==> src/rtl/ov7670_fb_writer.sv <==
// Purpose: converts the OV7670 RGB565 byte stream (vsync/href/byte pairs) into frame-buffer pixel writes.
// Latency: the write pulse (we, wAddr, wData) is registered 1 cycle after the second byte of a pixel.
// Backpressure: none; the camera cannot be stalled, so excess bytes or lines are dropped without writing.
module ov7670_fb_writer #(
    parameter int H_PIX   = 320,
    parameter int V_LINES = 240
) (
    input  logic        clk,
    input  logic        reset_n,
    input  logic        vsync,
    input  logic        href,
    input  logic [7:0]  cam_data,
    output logic        we,
    output logic [16:0] wAddr,
    output logic [15:0] wData,
    output logic        frame_done
);

    localparam int PW = $clog2(H_PIX + 1);
    localparam int LW = $clog2(V_LINES + 1);

    localparam logic [PW-1:0] PIX_MAX   = PW'(H_PIX);
    localparam logic [LW-1:0] LINE_MAX  = LW'(V_LINES);
    localparam logic [LW-1:0] LINE_LAST = LW'(V_LINES - 1);
    localparam logic [16:0]   ADDR_STEP = 17'(H_PIX);

    typedef enum logic [1:0] {
        WAIT_VS    = 2'd0,
        WAIT_FRAME = 2'd1,
        CAPTURE    = 2'd2
    } state_t;

    state_t        state;
    state_t        state_nxt;

    logic [PW-1:0] pix_cnt;
    logic [LW-1:0] line_cnt;
    logic [16:0]   line_base;
    logic          phase;
    logic [7:0]    high_byte;
    logic          href_q;

    logic          clr_cnt;
    logic          do_toggle;
    logic          do_latch;
    logic          do_write;
    logic          line_end;
    logic          line_inc;
    logic          frame_end;

    always_ff @(posedge clk or negedge reset_n) begin
        if (!reset_n) begin
            state <= WAIT_VS;
        end else begin
            state <= state_nxt;
        end
    end

    always_comb begin
        state_nxt = state;
        clr_cnt   = 1'b0;
        do_toggle = 1'b0;
        do_latch  = 1'b0;
        do_write  = 1'b0;
        line_end  = 1'b0;
        line_inc  = 1'b0;
        frame_end = 1'b0;
        case (state)
            WAIT_VS: begin
                if (vsync) begin
                    state_nxt = WAIT_FRAME;
                end
            end
            WAIT_FRAME: begin
                if (!vsync) begin
                    state_nxt = CAPTURE;
                    clr_cnt   = 1'b1;
                end
            end
            CAPTURE: begin
                if (vsync) begin
                    // vsync before the last line means the frame is incomplete: drop it
                    state_nxt = WAIT_FRAME;
                    clr_cnt   = 1'b1;
                end else if (href) begin
                    do_toggle = 1'b1;
                    if (!phase) begin
                        do_latch = 1'b1;
                    end else if ((pix_cnt < PIX_MAX) && (line_cnt < LINE_MAX)) begin
                        do_write = 1'b1;
                    end
                end else if (href_q) begin
                    line_end = 1'b1;
                    // pix_cnt only advances on a write, so non-zero means the line produced pixels
                    if (pix_cnt != '0) begin
                        line_inc = 1'b1;
                        if (line_cnt == LINE_LAST) begin
                            frame_end = 1'b1;
                            state_nxt = WAIT_VS;
                        end
                    end
                end
            end
            default: begin
                state_nxt = WAIT_VS;
            end
        endcase
    end

    always_ff @(posedge clk or negedge reset_n) begin
        if (!reset_n) begin
            pix_cnt    <= '0;
            line_cnt   <= '0;
            line_base  <= '0;
            phase      <= 1'b0;
            high_byte  <= '0;
            href_q     <= 1'b0;
            we         <= 1'b0;
            wAddr      <= '0;
            wData      <= '0;
            frame_done <= 1'b0;
        end else begin
            href_q     <= href;
            we         <= do_write;
            frame_done <= frame_end;

            if (do_toggle) begin
                phase <= ~phase;
            end
            if (do_latch) begin
                high_byte <= cam_data;
            end
            if (do_write) begin
                wData   <= {high_byte, cam_data};
                wAddr   <= line_base + 17'(pix_cnt);
                pix_cnt <= pix_cnt + PW'(1);
            end

            // a lone high byte is dropped here simply by resetting the phase
            if (line_end) begin
                pix_cnt <= '0;
                phase   <= 1'b0;
                if (line_inc) begin
                    line_cnt  <= line_cnt + LW'(1);
                    line_base <= line_base + ADDR_STEP;
                end
            end

            if (clr_cnt) begin
                pix_cnt   <= '0;
                line_cnt  <= '0;
                line_base <= '0;
                phase     <= 1'b0;
            end
        end
    end

endmodule

==> config.mk <==
export PLATFORM = sky130hd
export DESIGN_NAME = ov7670_fb_writer
export DESIGN_NICKNAME = d
export VERILOG_FILES = /design/src/rtl/ov7670_fb_writer.sv
export SDC_FILE = /design/constraint.sdc
export NUM_CORES = 1
export LEC_CHECK = 0
export CELL_PAD_IN_SITES_DETAIL_PLACEMENT = 0
export CELL_PAD_IN_SITES_GLOBAL_PLACEMENT = 1
export CORE_ASPECT_RATIO = 0.6
export CORE_MARGIN = 2
export CORE_UTILIZATION = 52
export CTS_CLUSTER_DIAMETER = 100
export CTS_CLUSTER_SIZE = 30
export DETAILED_ROUTE_END_ITERATION = 6
export DONT_BUFFER_PORTS = 1
export PLACE_DENSITY_LB_ADDON = 0.1
export SETUP_SLACK_MARGIN = 0.2
export SLEW_MARGIN = 20
export SYNTH_ARGS = -nofsm -noshare
export SYNTH_HDL_FRONTEND = slang
export SYNTH_SLANG_ARGS = --single-unit
==> constraint.sdc <==
create_clock -name clk -period 4.22 [get_ports clk]
set_clock_uncertainty 0.2 [all_clocks]
set_input_delay 0.844 -clock clk [delete_from_list [all_inputs] [get_ports clk]]
set_output_delay 0.844 -clock clk [all_outputs]
set_load 0.01 [all_outputs]
-- Yosys cells after proc, flatten, opt, wreduce, memory -nomap -nowiden
Cells that the tools add are included.
- register bits: 81
- bits in latches: 0
- bits in writable memories: 0
- bits in read-only memories: 0
- input port bits: 12
- output and inout bits: 35
- memories kept: 0
- add/subtract/negate cells: 4
- $mul: 0
- div/mod/pow operators: 0
- $lt $le $gt $ge: 2
- eq/ne operators: 9
- shift operators: 0
- multiplexer cells: 50
- bitwise operators: 1
- reductions and logical operators: 9
- operator list (kind ; number):
    $mux 17 ; 3
    $mux 1 ; 32
    $mux 9 ; 3
    $mux 8 ; 3
    $add 17x9->17 ; 1
    $add 17x9->17 const B ; 1
    $mux 2 ; 7
    $ne 3x3->1 const B ; 4
    $add 9x1->9 const B ; 1
    $lt 9x9->1 const B ; 1
    $reduce_bool 9->1 ; 1
    $add 8x1->8 const B ; 1
    $eq 8x8->1 const B ; 1
    $lt 8x8->1 const B ; 1
    $pmux 2 s3 ; 1
    $reduce_and 6->1 ; 1
    $reduce_bool 3->1 ; 2
    $ne 2x2->1 const B ; 2
    $reduce_bool 2->1 ; 2
    $eq 2x1->1 const B ; 1
    $eq 2x2->1 const B ; 1
    $logic_not 2->1 ; 1
    $pmux 1 s2 ; 1
    $reduce_and 2->1 ; 1
    2 further kinds ; 2

-- Logic depth before layout (Yosys ltp)
- depth in word-level cells: 10
- depth in mapped cells: 8
- gate-level depth less buffers: 7

-- Worst setup path after synthesis
OpenSTA, ideal clock, no wires.
- path type: input -> register
- from: in vsync
- to: reg line_base[16]
- setup time: 0.078 ns
- data arrival time: 2.226 ns
- data required time: 3.942 ns
- setup slack: 1.716 ns
- cell stages on the path: 5
- path buffers: 0
- path through: or3b_4 -> a211oi_4 -> o21ai_2 -> or4_1 -> a21oi_1
- word-level cells in the longest chain between the ends: 4
- elaborated cells on any way between the ends: 11
- those cells by class: mux (8); reduce/logical (3)
- ends and longest elaborated chain (what ; line ; RTL):
    start, declared ; 10 ; input logic vsync,
    $mux 1, on equally long branches ; 81, 75 ;
    $pmux 1 s2 / $mux 1 (equally long branches) ; 68 ; case (state)
    $reduce_bool 2->1 (no line) ; - ;
    $reduce_and 2->1 (no line) ; - ;
    end signal, assigned ; 145 ; line_base <= line_base + ADDR_STEP;
    end, declared ; 38 ; logic [16:0] line_base;
Parallel ways exist; a longest one is shown, timed or not.
A chain may end at the register's enable or synchronous reset.

-- Worst setup path in the final report
- from: reg pix_cnt[0]
- to: reg line_base[16]
- word-level cells in the longest chain between the ends: 8
- ends and longest elaborated chain (what ; line ; RTL):
    start, declared ; 36 ; logic [PW-1:0] pix_cnt;
    start signal, assigned ; 136 ; pix_cnt <= pix_cnt + PW'(1);
    $reduce_bool 9->1 ; 95 ; if (pix_cnt != '0) begin
    $mux 1 ; 95 ;
    $mux 1 ; 92 ; end else if (href_q) begin
    $mux 1 ; 85 ; end else if (href) begin
    $mux 1 ; 81 ; if (vsync) begin
    $mux 1 ; 68 ;
    $reduce_bool 2->1 (no line) ; - ;
    $reduce_and 2->1 (no line) ; - ;
No other way between the ends.

==> results.sh <==
export IMPL_n_fill_cell=542
export IMPL_grt_pass1_vias=2188
export IMPL_drtPass1Iterations=4
export IMPL_final_antenna_net_count=0
export IMPL_diodes=0
export IMPL_wl_met2_um=2531
export IMPL_worstSetupPathType="reg -> reg"
export IMPL_timing_rr_start="pix_cnt[0]"
export IMPL_yosysWarnings=0
export IMPL_clkSinkCount=75
export IMPL_clkLatencyLatePin_ns=0.36
export IMPL_cts_tree="yes"
export IMPL_synth_ff_type="dfrtp_1"
export IMPL_htree_levels=3
export IMPL_grt_use_total=0.2102
export IMPL_internal_power_mw=1.205
export IMPL_slew_viol_final=0
export IMPL_p_clk_frac=0.434
export IMPL_die_area_sq_um=7348
export IMPL_comb_power_share=0.049
export IMPL_routed_wl_met3_um=570
export IMPL_top_layer="met4"
export IMPL_rrSetupSlack_ns=1.57
export IMPL_grt_max_degree=76
export IMPL_clock_path_buffers=2
export IMPL_ff2ff_path_depth=7
export IMPL_netlist_top_cells_area="dfrtp_1 54%, nand2_1 9.2%, xor2_1 5.1%, xnor2_1 3.5%, nor2_1 3.4%"
export IMPL_cp_slowest_cell="a211oi_4"
export IMPL_yosysMostFrequentCell="nand2_1"
export IMPL_reg2reg_to="line_base[16]"
export IMPL_clk_pin_slew_ns=0.08
export IMPL_outcome="completed"
export IMPL_setup_violations=0
export IMPL_cts_resized=0
export IMPL_io_pins=47
export IMPL_synth_xor_area_frac=0.08601
export IMPL_end_kind="register"
export IMPL_hpwl_um=4589
export IMPL_period_needed_ns=2.654
export IMPL_dpl_worst_slack_ns=1.214
export IMPL_tightest_slew_ns=0.8287
export IMPL_synth_top_area_share=0.5421
export IMPL_overflow=0
export IMPL_max_freq_ghz=0.3767
export IMPL_worstPathArrival_ns=2.74
export IMPL_netlist_instances=347
export IMPL_synthArstFlopShare=1.000
export IMPL_hold_class="in -> async"
export IMPL_crit_required_ns=4.31
export IMPL_cts_setup_buffers=0
export IMPL_max_stage_delay_ns=0.65
export IMPL_synth_compound_area_frac=0.06325
export IMPL_timing_final_crit_share=0.6290
export IMPL_io_buffers=0
export IMPL_synth_common_cells="85 x nand2_1, 75 x dfrtp_1, 31 x nor2_1"
export IMPL_syn_area_per_cell_sq_um=9.977
export IMPL_synthAdderAreaFrac=0.02891
export IMPL_path_cells="inv_1 > ha_1 > nor4b_2 > a211oi_4 > o21ai_2 > or4_1 > a21oi_1"
export IMPL_ys_ff_latch=75
export IMPL_drc_errors=0
export IMPL_rsz0062_at_grt="no"
export IMPL_start_kind="register"
export IMPL_finalNetCount=366
export IMPL_synthSimpleGateAreaFrac=0.2205
export IMPL_fin_ws_ns=1.566
export IMPL_hold_viol_final=0
export IMPL_p_per_area_nw_per_um2=407.6
export IMPL_ys_seq_area_frac=0.5421
export IMPL_power_leakage_nw=1.781
export IMPL_cts_buffers_inserted=9
export IMPL_layout_drive_gt1_share=0.09402
export IMPL_p_seq_frac=0.517
export IMPL_worstPathMaxFanout=16
export IMPL_drt_iter0_markers=155
export IMPL_p_sw_frac=0.2208
export IMPL_syn_to_final_growth_pct=9.613
export IMPL_fp_dieH_um=67.21
export IMPL_drv_cap=0
export IMPL_initial_core_util=0.5516
export IMPL_wl_met1_um=3678
export IMPL_rows=22
export IMPL_utilization=0.6047
export IMPL_yosysUniqueCellTypes=42
export IMPL_synth_edf_count=0
export IMPL_gp_congestion=0.7943
export IMPL_dpl_cell_area_sq_um=3525
export IMPL_die_w_um=109.3
export IMPL_antenna_found_initial=0
export IMPL_holdBufCountCts=1
export IMPL_synth_largest_area_cell="dfrtp_1"
export IMPL_core_area_sq_um=6276
export IMPL_vias_per_cell=5.322
export IMPL_ir_drop_mv=0.2908
export IMPL_finalSetupTns_ns=0
export IMPL_root_buffer="clkbuf_8"
export IMPL_synthesis_nets=367
export IMPL_wire_per_inst_um=15.76
export IMPL_power_switching_mw=0.3415
export IMPL_slew_headroom=0.4464
export IMPL_routed_wl_um=6856
export IMPL_stdcell_area_sq_um=3795
export IMPL_synth_mux_area_frac=0.03506
export IMPL_synth_top_family_by_area="simple AND/OR/NAND/NOR gates"
export IMPL_grt_pass1_wl_um=11310
export IMPL_syn_area_sq_um=3462
export IMPL_detailroute_via_count=2315
## cells in the final DEF, fill, tap and decap left out, types with 2 or more instances in the layout
cell type / instances
nand2_1: 85
dfrtp_1: 75
nor2_1: 31
xor2_1: 20
o21ai_0: 15
xnor2_1: 14
clkbuf_8: 10
nand4_1: 9
mux2_2: 9
nand3_1: 8
ha_1: 8
a21oi_1: 7
and3_1: 5
inv_1: 4
and2_1: 4
nor2b_1: 3
and4_1: 3
bufinv_16: 3
buf_4: 3
nand2b_1: 2
nand3b_1: 2
mux2i_1: 2
o31ai_1: 2
nor3b_1: 2
nor3_1: 2
clkbuf_1: 2
## cells by family (layout without fill, tap and decap cells)
group | count (synthesis) | after routing
other cells | 1 | 1
simple gates | 164 | 164
buf+inv | 20 | 24
mux | 11 | 11
compound gates | 34 | 34
fa+ha+maj | 8 | 8
xor+xnor | 34 | 34
flops | 75 | 75
## stage by stage
stage / hold WS [ns] / std cells / power (mW)
after floorplan: 0.2348 / 347 / 0.8517
after global placement: 0.2517 / 418 / 0.8725
after detailed placement: 0.2512 / 418 / 0.8739
after CTS: 0.1720 / 435 / 1.567
after global routing: 0.1834 / 435 / 1.610
final: 0.1627 / 435 / 1.547
## power by group through the flow
stage / logic [mW] / clock network, mW / registers, mW
detailed placement: 0.0597 / 0 / 0.814
floorplan: 0.0502 / 0 / 0.801
global placement: 0.0580 / 0 / 0.814
CTS: 0.0772 / 0.689 / 0.800
global route: 0.0862 / 0.719 / 0.805
finish: 0.0751 / 0.672 / 0.800
## routing by layer
| layer | vias to the layer above | track usage |
|---|---|---|
| met2 | 77 | 0.2531 |
| met3 | 10 | 0.1023 |
| met4 | 0 | 0.04747 |
| met5 | - | 0 |
| met1 | 1073 | 0.3279 |
| li1 | 1155 | - |
## how the worst max path moves through the flow
stage / from / endpoint / slack [ns] / cells past startpoint
2_1_floorplan: vsync / line_base[16] / 1.72 / 5
5_1_grt: pix_cnt[0] / line_base[16] / 1.39 / 7
3_5_place_dp: href / pix_cnt[4] / 1.21 / 8
4_1_cts: pix_cnt[0] / line_base[16] / 1.53 / 7
3_3_place_gp: href / pix_cnt[4] / 1.27 / 8
6_report: pix_cnt[0] / line_base[16] / 1.57 / 7
## critical path: cells and delay by family (launching register included)
family / cells / cell delay (ns)
adder cells (fa/ha/maj): 1 / 0.20
buffers and inverters: 1 / 0.08
AO/OA/AOI/OAI: 3 / 0.95
AND/OR/NAND/NOR: 2 / 0.72
flip-flops: 1 / 0.41
## cell type report
type,instances,area (sq um),share of cell area
Sequential cell,75,1877,0.4946
Multi-Input combinational cell,252,1505,0.3966
Clock buffer,12,145.1,0.03825
Tap cell,84,105.1,0.02770
Clock inverter,4,97.59,0.02572
Timing Repair Buffer,4,50.05,0.01319
Inverter,4,15.01,0.003956
## sequential cells by signal, summed over array words and instances (netlist names)
signal and flops:
wAddr 17, wData 16, line_base 11, pix_cnt 9, high_byte 8, line_cnt 8, state 2, frame_done 1
href_q 1, phase 1, we 1
Power figures use the tool's default switching activity.
